### config.mk
export PLATFORM = sky130hd
export DESIGN_NAME = message_writer
export DESIGN_NICKNAME = d
export VERILOG_FILES = /design/src/rtl/message_writer.sv
export SDC_FILE = /design/constraint.sdc
export NUM_CORES = 1
export LEC_CHECK = 0
export BUFFER_PORTS_ARGS = -buffer_cell sky130_fd_sc_hd__buf_2
export CAP_MARGIN = 20
export CORE_ASPECT_RATIO = 0.9
export CORE_UTILIZATION = 59
export CTS_CLUSTER_DIAMETER = 120
export DETAILED_ROUTE_END_ITERATION = 10
export PLACE_DENSITY_LB_ADDON = 0.12
export SLEW_MARGIN = 5
export SYNTH_ARGS = -nofsm -noshare
export SYNTH_HDL_FRONTEND = slang
export SYNTH_SLANG_ARGS = --single-unit
### constraint.sdc
create_clock -name clk -period 4.4 [get_ports clk]
set_input_delay 0.66 -clock clk [delete_from_list [all_inputs] [get_ports clk]]
set_output_delay 0.66 -clock clk [all_outputs]
set_load 0.02 [all_outputs]
### src/rtl/message_writer.sv
// Write side of the message memory: turns button edges into single-cycle
// write strobes, runs a full-memory clear, and tracks how full the message is.
module message_writer #(
   parameter int              DEPTH      = 16,
   parameter int              AW         = 4,
   parameter int              DW         = 4,
   parameter logic [DW-1:0]   CLEAR_CHAR = '0
) (
   input  logic          clk,
   input  logic          reset,
   input  logic          btn_write,
   input  logic          btn_clear,
   input  logic [DW-1:0] data_in,
   output logic          wr_en,
   output logic [AW-1:0] wr_addr,
   output logic [DW-1:0] wr_data,
   output logic [AW-1:0] wr_ptr,
   output logic          busy,
   output logic          msg_full,
   output logic [1:0]    state_dbg
);

   typedef enum logic [1:0] {
      S_IDLE  = 2'd0,
      S_WRITE = 2'd1,
      S_CLEAR = 2'd2
   } state_t;

   localparam logic [AW:0]   FILL_MAX  = (AW+1)'(DEPTH);
   localparam logic [AW:0]   FILL_LAST = (AW+1)'(DEPTH - 1);
   localparam logic [AW-1:0] CLR_LAST  = AW'(DEPTH - 1);

   state_t        state_q, state_d;
   logic          btn_w_q, btn_c_q;
   logic [DW-1:0] data_q, data_d;
   logic [AW-1:0] ptr_q, ptr_d;
   logic [AW:0]   fill_q, fill_d;
   logic          full_q, full_d;
   logic [AW-1:0] clr_q, clr_d;
   logic [AW-1:0] addr_hold_q, addr_hold_d;
   logic [DW-1:0] data_hold_q, data_hold_d;
   logic          edge_w, edge_c;

   assign edge_w    = btn_write & ~btn_w_q;
   assign edge_c    = btn_clear & ~btn_c_q;
   assign wr_ptr    = ptr_q;
   assign busy      = (state_q == S_CLEAR);
   assign msg_full  = full_q;
   assign state_dbg = state_q;

   always_ff @(posedge clk or negedge reset) begin
      if (!reset) begin
         state_q     <= S_IDLE;
         btn_w_q     <= 1'b1;
         btn_c_q     <= 1'b1;
         data_q      <= '0;
         ptr_q       <= '0;
         fill_q      <= '0;
         full_q      <= 1'b0;
         clr_q       <= '0;
         addr_hold_q <= '0;
         data_hold_q <= '0;
      end else begin
         state_q     <= state_d;
         btn_w_q     <= btn_write;
         btn_c_q     <= btn_clear;
         data_q      <= data_d;
         ptr_q       <= ptr_d;
         fill_q      <= fill_d;
         full_q      <= full_d;
         clr_q       <= clr_d;
         addr_hold_q <= addr_hold_d;
         data_hold_q <= data_hold_d;
      end
   end

   always_comb begin
      state_d = state_q;
      data_d  = data_q;
      ptr_d   = ptr_q;
      fill_d  = fill_q;
      full_d  = full_q;
      clr_d   = clr_q;
      wr_en   = 1'b0;
      wr_addr = addr_hold_q;
      wr_data = data_hold_q;

      case (state_q)
         S_IDLE: begin
            // A clear edge wins; a simultaneous write edge is dropped.
            if (edge_c) begin
               state_d = S_CLEAR;
               clr_d   = '0;
            end else if (edge_w) begin
               state_d = S_WRITE;
               data_d  = data_in;
            end
         end
         S_WRITE: begin
            wr_en   = 1'b1;
            wr_addr = ptr_q;
            wr_data = data_q;
            ptr_d   = ptr_q + 1'b1;
            if (fill_q != FILL_MAX) fill_d = fill_q + 1'b1;
            full_d  = full_q | (fill_q == FILL_LAST);
            clr_d   = '0;
            // A clear edge arriving during the write is honoured afterwards.
            state_d = edge_c ? S_CLEAR : S_IDLE;
         end
         S_CLEAR: begin
            wr_en   = 1'b1;
            wr_addr = clr_q;
            wr_data = CLEAR_CHAR;
            clr_d   = clr_q + 1'b1;
            if (clr_q == CLR_LAST) begin
               state_d = S_IDLE;
               ptr_d   = '0;
               fill_d  = '0;
               full_d  = 1'b0;
            end
         end
         default: state_d = S_IDLE;
      endcase

      addr_hold_d = wr_addr;
      data_hold_d = wr_data;
   end

endmodule

# Word-level counts from Yosys, hierarchy flattened
# Index checks and enable logic that the tools add are counted.
# totals
reg_bits	30
latch_bits	0
mem_bits_rw	0
romBits	0
input_bits	8
output_inout_bits	17
wordCells	54
n_memories	0
# op_classes
addsub	3
n_mul	0
div	0
order_cmp	0
eq_ne	9
n_shift	0
mux	17
n_bitwise	6
n_reduce_logical	9
# op_table
operator	count
case mux 4 bit (2 select lines)	3
case mux 4 bit (3 select lines)	1
two-way mux 5 bit	2
case mux 5 bit (2 select lines)	1
adder 4 x 1 -> 4 bit (second input constant)	2
two-way mux 2 bit	4
two-way mux 4 bit	2
case mux 2 bit (3 select lines)	1
AND reduction 2 bit	3
AND reduction 3 bit	2
adder 5 x 1 -> 5 bit (second input constant)	1
== test 5 x 4 -> 1 bit (second input constant)	1
!= test 5 bit (second input constant)	1
== test 4 bit (second input constant)	1
!= test 2 bit (second input constant)	2
!= test 3 bit (second input constant)	1
NOT 1 bit	3
nonzero test 3 bit	1
bitwise AND 1 bit	2
== test 2 x 1 -> 1 bit (second input constant)	1
== test 2 bit (second input constant)	1
logical NOT 2 bit	1
two-way mux 1 bit	2
!= test 2 x 1 -> 1 bit (second input constant)	1
4 further kinds	4

# Logic depth before layout (Yosys ltp)
# Gate-level depths: netlist of the first run.
# depth
ltp_word	5
mapped_depth	6

# Least setup slack after synthesis of the first run
# No wires, ideal clock.
# synth_path
path_kind	reg-to-output
startpoint	register state_q[0] (netlist: state_dbg[0])
endpoint	output wr_data[0]
arrival_time_ps	1863
slack_ps	1877
stages_incl_launch_ff	5
cell_sequence	dfrtp_1 inv_1 ha_1 clkbuf_1 o21ai_0
# synth_between
elab_chain_len	2
word_cells_on_any_way	3
# synth_rtl
element	line_no	source
from (decl)	33	state_t state_q, state_d;
from (signal assigned)	64	state_q <= state_d;
== test 2 bit / == test 2 x 1 -> 1 bit (equally long branches)	88	case (state_q)
case mux 4 bit (2 select lines) (*)	88	
to (decl)	16	output logic [DW-1:0] wr_data,
# Every way passes the cells marked *; elsewhere a longest branch is shown, timed or not.

# Worst setup path after layout of the first run
# layout_path
startpoint	register state_q[0] (netlist: state_dbg[0])
endpoint	output wr_addr[3]
# layout_between
elab_chain_len	2
word_cells_on_any_way	3
# layout_rtl
element	line_no	source
== test 2 bit / == test 2 x 1 -> 1 bit (equally long branches)	88	
case mux 4 bit (2 select lines) (*)	88	
to (decl)	15	output logic [AW-1:0] wr_addr,
# Marked as above.

==> results of run 1 <==
==> flip-flops by register name, indices dropped and copies added (netlist names) <==
register     flops
fill_q           5
addr_hold_q      4
clr_q            4
data_hold_q      4
data_q           4
wr_ptr           4
state_dbg        2
btn_c_q          1
btn_w_q          1
msg_full         1
==> placed cells by master (no fill, tap or decap), drive strengths merged <==
cell and instances:
a221o 1, clkbuf 8, a22o 2, and4bb 1
a221oi 1, dfstp 2, xor2 1, o211ai 1
nor2b 1, a21oi 7, or3 1, nand3b 2
a21o 2, nand2b 5, o21ai 8, buf 24
o22ai 1, mux2i 6, nand2 3, nand3 9
nor2 10, a32oi 1, o2bb2ai 2, nand4b 1
a22oi 4, nor3 1, o32ai 1, and2 1
and4 1, a31oi 1, mux2 4, ha 11
a211o 1, and3 1, a2111oi 2, nand4 1
dfrtp 28, inv 16
==> through the flow <==
step	std cells	cell area [um^2]	hold slack [ns]
6_report	201	1760	0.339
4_1_cts	201	1760	0.359
5_1_grt	201	1760	0.387
3_3_place_gp	193	1680	0.475
2_1_floorplan	145	1550	0.364
3_5_place_dp	193	1680	0.486
==> report_power, final <==
group	leakage, nW	internal (mW)	switching (mW)
sequential	0.371	0.384	0.0805
combinational	0.437	0.237	0.388
clock	0.0446	0.109	0.0972
total	0.852	0.730	0.566
==> logic make-up (layout without fill, tap and decap cells) <==
group                      after synthesis  count (layout)  share of synthesized area, %
muxes                                   10              10                          6.78
DFF                                     30              30                          48.6
adders and majority gates               11              11                          8.88
buffers and inverters                   20              48                          5.41
AOI/OAI and AO/OA                       35              35                          15.5
xor gates and xnor gates                 1               1                         0.565
and+or+nand+nor                         38              38                          14.3
==> worst max-delay path: stages (launching register included) <==
cell and delay, ns:
sky130_fd_sc_hd__dfrtp_1 0.43, sky130_fd_sc_hd__inv_1 0.14, sky130_fd_sc_hd__ha_1 0.55, sky130_fd_sc_hd__and2_1 0.25, sky130_fd_sc_hd__a21oi_1 0.05, sky130_fd_sc_hd__a21oi_1 0.20, sky130_fd_sc_hd__buf_2 0.19
==> routing by layer <==
| layer | track usage [%] | part of all wire, % | wire length, um |
|---|---|---|---|
| met3 | 8.76 | 4.6 | 136 |
| met1 | 32.1 | 48 | 1440 |
| met4 | 13.4 | 2.4 | 70 |
| met5 | 0 | 0 | 0 |
| met2 | 35.9 | 45 | 1320 |
==> worst paths after layout <==
kind,start,end,slack (ns),depth (start not counted)
max reg2reg,state_dbg[0],clr_q[0],2.39,5
min reg2reg,msg_full,msg_full,0.50,2
min,reset,fill_q[3],0.34,1
max,state_dbg[0],wr_addr[3],1.59,6
max in group asynchronous,reset,state_dbg[0],3.63,1
min in group clk,btn_write,btn_w_q,0.43,1
==> cell type report <==
type / count / area, um^2
fill: 200 / 707
timing repair buffer: 24 / 120
tap: 28 / 35.0
clock buffer: 8 / 78.8
multi-input combinational: 95 / 713
inverter: 16 / 60.1
sequential: 30 / 753
==> results by stage, run 1 <==
Run status:
- The run finished with clean final reports.

Power:
- IR analysis of the VDD net gives a maximum drop of 0.676 mV.
- The analysis attributes to cell leakage a power of 0.852 nW.
- The power per cell area is 736 nW/um^2.
- The power after layout is 1.30 mW.

Synthesis:
- During synthesis, Yosys emitted a total of 0 warnings.
- The share of the synthesized area in the top cell type is 45.2%.
- The share of flip-flops with an asynchronous set or reset after synthesis is 100%.
- Synthesis produced a netlist with a net count of 164.
- The mean area per synthesized cell is 10.7 um^2.
- Counting every instance in the synthesized netlist gives 145.
- sky130_fd_sc_hd__dfrtp_1 takes more of the synthesized area than any other cell.
- The share of the yosys chip area belonging to registers is 48.6%.
- Synthesis inferred 30 register bits.
- Sorting the synthesized cells by how often they occur yields 28 x sky130_fd_sc_hd__dfrtp_1, 16 x sky130_fd_sc_hd__inv_1, 11 x sky130_fd_sc_hd__ha_1.
- Synthesis instantiated 41 different standard cells from the library.
- The most instantiated library cell after synthesis is sky130_fd_sc_hd__dfrtp_1.
- In the synthesized netlist the dominant register cell turns out to be sky130_fd_sc_hd__dfrtp_1.
- By area the synthesized netlist is led by sky130_fd_sc_hd__dfrtp_1 45%, sky130_fd_sc_hd__ha_1 8.9%, sky130_fd_sc_hd__mux2i_1 3.9%.
- The mapped cell area is 1550 um^2.
- In this run, synthesis inferred 0 flip-flops with an integrated enable.

Floorplan:
- For this design the top-level I/O count stands at 25.
- The starting density of the core is 62.8%.
- The horizontal die dimension is 56.0 um.
- The die covers 2840 um^2.
- The die is 50.6 um tall.
- The floorplan step defined a core boundary enclosing 2470 um^2.
- The floorplan row count is 17.

Routing:
- The number of violations reported at the end of detailed-routing iteration 0 is 49.
- The final layout contains routed wiring with a total length of 2970 um.
- The first detailed-routing pass took 4 iterations.
- The routed via count is 1163.
- For this run, design rule violations remaining after detail routing come to 0.
- The post-detailed-route wirelength per cell is 14.8 um.
- Once detail routing completed, the nets flagged for antenna violations numbered 0.
- Using the TritonRoute via totals, the vias-per-cell ratio works out to 5.79.

Global routing:
- The largest net degree at the start of global routing is 31.
- The first global-routing pass estimated 5090 um of wire.
- Global routing used 24.6% of the available tracks.
- The initial antenna violation count came to 0.
- The total congestion overflow is 0.
- The via count of the first global-routing pass is 1120.

Clocking:
- Clock latency on the worst-skew pair, taken at its later pin, is 0.34 ns.
- Buffers added to address setup during post-CTS repair amount to 0.
- The number of buffers created by CTS is 5.
- The clock tree synthesis step divided the H-tree into 2 levels.
- The clock passes through at most 2 buffers.
- Clock tree synthesis selected as its root buffer the cell sky130_fd_sc_hd__clkbuf_4.
- The clock sink total is 30.
- For this design, the CTS-stage hold fixing added 0 buffers.
- The number of gates given a new drive strength after cts is 0.
- Clock-pin slew was measured on the worst setup and hold paths at 0.09 ns.
- The TritonCTS clock tree is yes.

Placement:
- The final weighted congestion in routability-driven placement is 0.821.
- The count of buffers added on input and output ports is 24.
- The placed wire-length estimate after detailed placement is 2040 um.
- The worst-case setup slack after placement is 2.00 ns.

Flow run:
- The max-cap check violation count is 0.

Worst setup path:
- The critical path is of the flip-flop to primary output type.
- The largest fanout of any net on the critical path is 19.
- The worst setup path is captured at a primary output.
- The category of the worst setup path launch point is a flip-flop.
- The arrival time at the worst endpoint is 2.15 ns.
- The data required time at the worst endpoint is 3.74 ns.

Timing:
- The worst path setup slack after routing is 1.59 ns.
- The hold violation total from the final report is 0.
- The setup TNS after final layout is 0 ns.
- The achievable clock frequency is 0.356 GHz.
- Clock skew on the completed layout was measured at 0.00680 ns.
- The final critical delay including setup and external delays is 2.81 ns.
- In this run the tightest slew margin relative to its limit is 55.7%.
- Setup violations remaining at the end of the flow were counted as 0.
- Setup repair after global routing left no endpoint under its margin.
- The actual transition at the worst max-transition pin is 0.664 ns.
- The number of max-slew violations in the final report is 0.
- In the finished design, the share of the clock period the worst path needs comes to 63.9%.

Final layout:
- Cells fill 71.3% of the core in the end.
- The net count of the finished layout is 191.
- Relative to the synthesized area, the layout overhead comes to 13.6%.
- The fraction of layout cells with a size suffix above 1 is 24.9%.
- 0 antenna diodes ended up in the layout.

Hold path:
- The kind of path behind the tightest hold check is input port to async pin.
Note: power is estimated with default switching activity, not from simulation.
==> run 2, diff against run 1 <==
--- a/config.mk
+++ b/config.mk
@@ -8,7 +8,7 @@
 export BUFFER_PORTS_ARGS = -buffer_cell sky130_fd_sc_hd__buf_2
 export CAP_MARGIN = 20
 export CORE_ASPECT_RATIO = 0.9
-export CORE_UTILIZATION = 59
+export CORE_UTILIZATION = 55
 export CTS_CLUSTER_DIAMETER = 120
 export DETAILED_ROUTE_END_ITERATION = 10
 export PLACE_DENSITY_LB_ADDON = 0.12
==> constraint.sdc (replaced) <==
create_clock -name clk -period 2.65 [get_ports clk]
set_input_delay 0.3975 -clock clk [delete_from_list [all_inputs] [get_ports clk]]
set_output_delay 0.3975 -clock clk [all_outputs]
set_load 0.02 [all_outputs]
==> results by stage, run 2 (synthesized netlist as in run 1, its figures left out) <==
Run status:
- Result of the run: finished with violations (was complete, no violations).
- The final reports fail on DRC.

Clocking:
- The largest buffer count on any clock path is 2 (unchanged).
- The number of gates given a new drive strength after cts is 0 (unchanged).
- The later-pin clock latency in the skew report is 0.34 ns (about the same).
- The buffer type at the clock tree root is sky130_fd_sc_hd__clkbuf_4 (unchanged).
- The post-CTS repair timing setup buffer count is 0 (unchanged).
- The clock sink total is 30 (unchanged).
- The H-tree depth is 2 (unchanged).
- The clock-pin transition on the worst setup and hold timing paths is 0.09 ns (about the same).
- The TritonCTS clock tree is yes (unchanged).
- The number of buffers created by CTS is 5 (unchanged).
- The number of hold-repair buffers added at the cts stage was 0 (unchanged).

Timing:
- The final period utilization is 88.8%.
- The worst path needs 2.35 ns of the cycle, external delays included.
- The total setup violations reported at the end of the flow is 0 (unchanged).
- The hold violation total from the final report is 0 (unchanged).
- The setup TNS after final layout is 0 ns (unchanged).
- The number of max-slew violations in the final report came to 0 (unchanged).
- RSZ-0062 raised after global routing: false (unchanged).
- The worst setup skew after layout is 0.0171 ns (was 0.00680 ns).
- The worst-case headroom to the max-slew limit is 56.3% (was 55.7%).
- Timing would allow up to 0.425 GHz.
- The worst path setup slack after routing is 0.297 ns (was 1.59 ns).
- The actual transition at the worst max-transition pin came to 0.656 ns (was 0.664 ns).

Global routing:
- The largest net degree at the start of global routing is 31 (unchanged).
- The total routing resource utilization after global routing came to 23.6% (was 24.6%).
- The via count of the first global-routing pass is 1125 (was 1120).
- The met3 track utilization from global routing is 8.15% (was 8.76%).
- The global routing met2 resource utilization is 36.6% (was 35.9%).
- The total congestion overflow is 0 (unchanged).
- The initial antenna violation count was 0 (unchanged).
- The global-route wire length before repair is 5150 um (was 5090 um).
- The busiest metal layer after global routing is met2 (unchanged).
- The global-route track usage on met1 is 30.1% (was 32.1%).

Final layout:
- The number of flip-flops in the largest register was 5 (unchanged).
- The largest register by flop count is fill_q (unchanged).
- Commonest cells after routing, fill and taps aside: 28 x sky130_fd_sc_hd__dfrtp_1, 24 x sky130_fd_sc_hd__buf_2, 16 x sky130_fd_sc_hd__inv_1, 11 x sky130_fd_sc_hd__ha_1, 10 x sky130_fd_sc_hd__nor2_1 (unchanged).
- The most common cell after layout, fill and taps aside is sky130_fd_sc_hd__dfrtp_1 (unchanged).
- The net count of the finished layout is 192 (was 191).
- The area growth from synthesis to layout is 12.1% (was 13.6%).
- The antenna cell count is 0 (unchanged).
- The fill cell instance count of the final layout is 215 (was 200).
- The total area of multi-input combinational cells came to 713 um^2 (unchanged).
- The fraction of layout cells with a size suffix above 1 is 23.6% (was 24.9%).
- The sequential cell area is 753 um^2 (unchanged).
- The core occupancy in the finished layout is 68.1% (was 71.3%).

Routing:
- The wire length reported by the detailed router is 3000 um (was 2970 um).
- The vias per cell is 5.94 (was 5.79).
- The routed via count is 1200 (was 1163).
- The number of nets with antenna violations after detailed routing came to 0 (unchanged).
- The remaining design rule violation count came to 1 (was 0).
- The first-pass detailed-route iteration total is 7 (was 4).
- The number of violations reported at the end of detailed-routing iteration 0 is 64 (was 49).
- The post-detailed-route wirelength per cell was 14.9 um (was 14.8 um).

Worst setup path:
- The minimum setup slack among reg-to-reg paths is 0.80 ns (was 2.39 ns).
- The count of cells along the worst register-to-register path is 6 (was 5).
- The capturing point of the worst reg2reg path is fill_q[2] (was clr_q[0]).
- The largest fanout of any net on the critical path came to 17 (was 19).
- The arrival time at the worst endpoint was 1.96 ns (was 2.15 ns).
- The type of the worst setup path is flip-flop to primary output (unchanged).
- The data required time at the worst endpoint is 2.25 ns (was 3.74 ns).
- The critical register-to-register path startpoint is state_dbg[0] (unchanged).
- The category of the worst setup path launch point was a flip-flop (unchanged).
- The kind of end point of the critical path is a primary output (unchanged).

Floorplan:
- The floorplan row count is 17 (unchanged).
- The horizontal die dimension is 58.0 um (was 56.0 um).
- The die span in y is 52.4 um (was 50.6 um).
- The boundary pin count came to 25 (unchanged).
- The starting density of the core is 60.7% (was 62.8%).
- The placeable core region is 2550 um^2 (was 2470 um^2).
- The area enclosed by the die boundary was 3040 um^2 (was 2840 um^2).

Placement:
- The final weighted congestion in routability-driven placement is 0.815 (was 0.821).
- The worst-case setup slack after placement is 0.654 ns (was 2.00 ns).
- The quantity of I/O buffers inserted on ports was 24 (unchanged).
- The placed wire-length estimate after detailed placement was 2160 um (was 2040 um).

Hold path:
- The kind of path behind the tightest hold check is input port to async pin (unchanged).

Power:
- The leakage power is 0.839 nW (was 0.852 nW).
- The peak supply drop is 0.597 mV (was 0.676 mV).
- The power per cell area is 1190 nW/um^2 (was 736 nW/um^2).
- The power after layout is 2.07 mW (was 1.30 mW).

Flow run:
- The max-cap check violation count was 0 (unchanged).
run 2: layout make-up:
| cell class | instances | area share (%) |
|---|---|---|
| flip-flops and latches | 30 | 43.3 |
| multi-input cells | 95 | 41.0 |
| repair buffers | 25 | 7.34 |
| inverters | 16 | 3.46 |
| clock buffers | 8 | 2.81 |
| well taps | 28 | 2.02 |
run 2: worst max path at each step:
stage                            start  slack (ns)         end  cells past startpoint
after floorplan           state_dbg[0]        0.39  wr_data[0]                      4
after global placement    state_dbg[0]        0.76  wr_data[3]                      5
after detailed placement  state_dbg[0]        0.65  wr_data[0]                      5
after CTS                 state_dbg[0]        0.28  wr_data[3]                      5
after global routing      state_dbg[0]        0.08  wr_addr[1]                      5
final                     state_dbg[0]        0.30  wr_data[0]                      5
run 2: through the flow:
step	hold WS [ns]	cell area, um^2	cells
floorplan	0.102	1550	145
global placement	0.455	1690	194
detailed placement	0.468	1690	194
CTS	0.0861	1740	202
global route	0.116	1740	202
finish	0.0753	1740	202
run 2: where the power goes:
part / switching (mW) / total, mW / internal (mW)
clock: 0.148 / 0.253 / 0.105
sequential: 0.130 / 0.767 / 0.637
combinational: 0.648 / 1.05 / 0.398
run 2: critical path: stages, from the launching register on:
cell and delay [ns]:
sky130_fd_sc_hd__dfrtp_1 0.42, sky130_fd_sc_hd__inv_1 0.12, sky130_fd_sc_hd__ha_1 0.61, sky130_fd_sc_hd__nand3_1 0.14
sky130_fd_sc_hd__o21ai_0 0.13, sky130_fd_sc_hd__buf_2 0.21
run 2: routing by layer:
metal  part of all wire, %  vias to the layer above
met1                    45                      586
met5                     0                        -
met2                    48                       35
met3                   6.5                        4
met4                   1.0                        0
li1                      -                      575
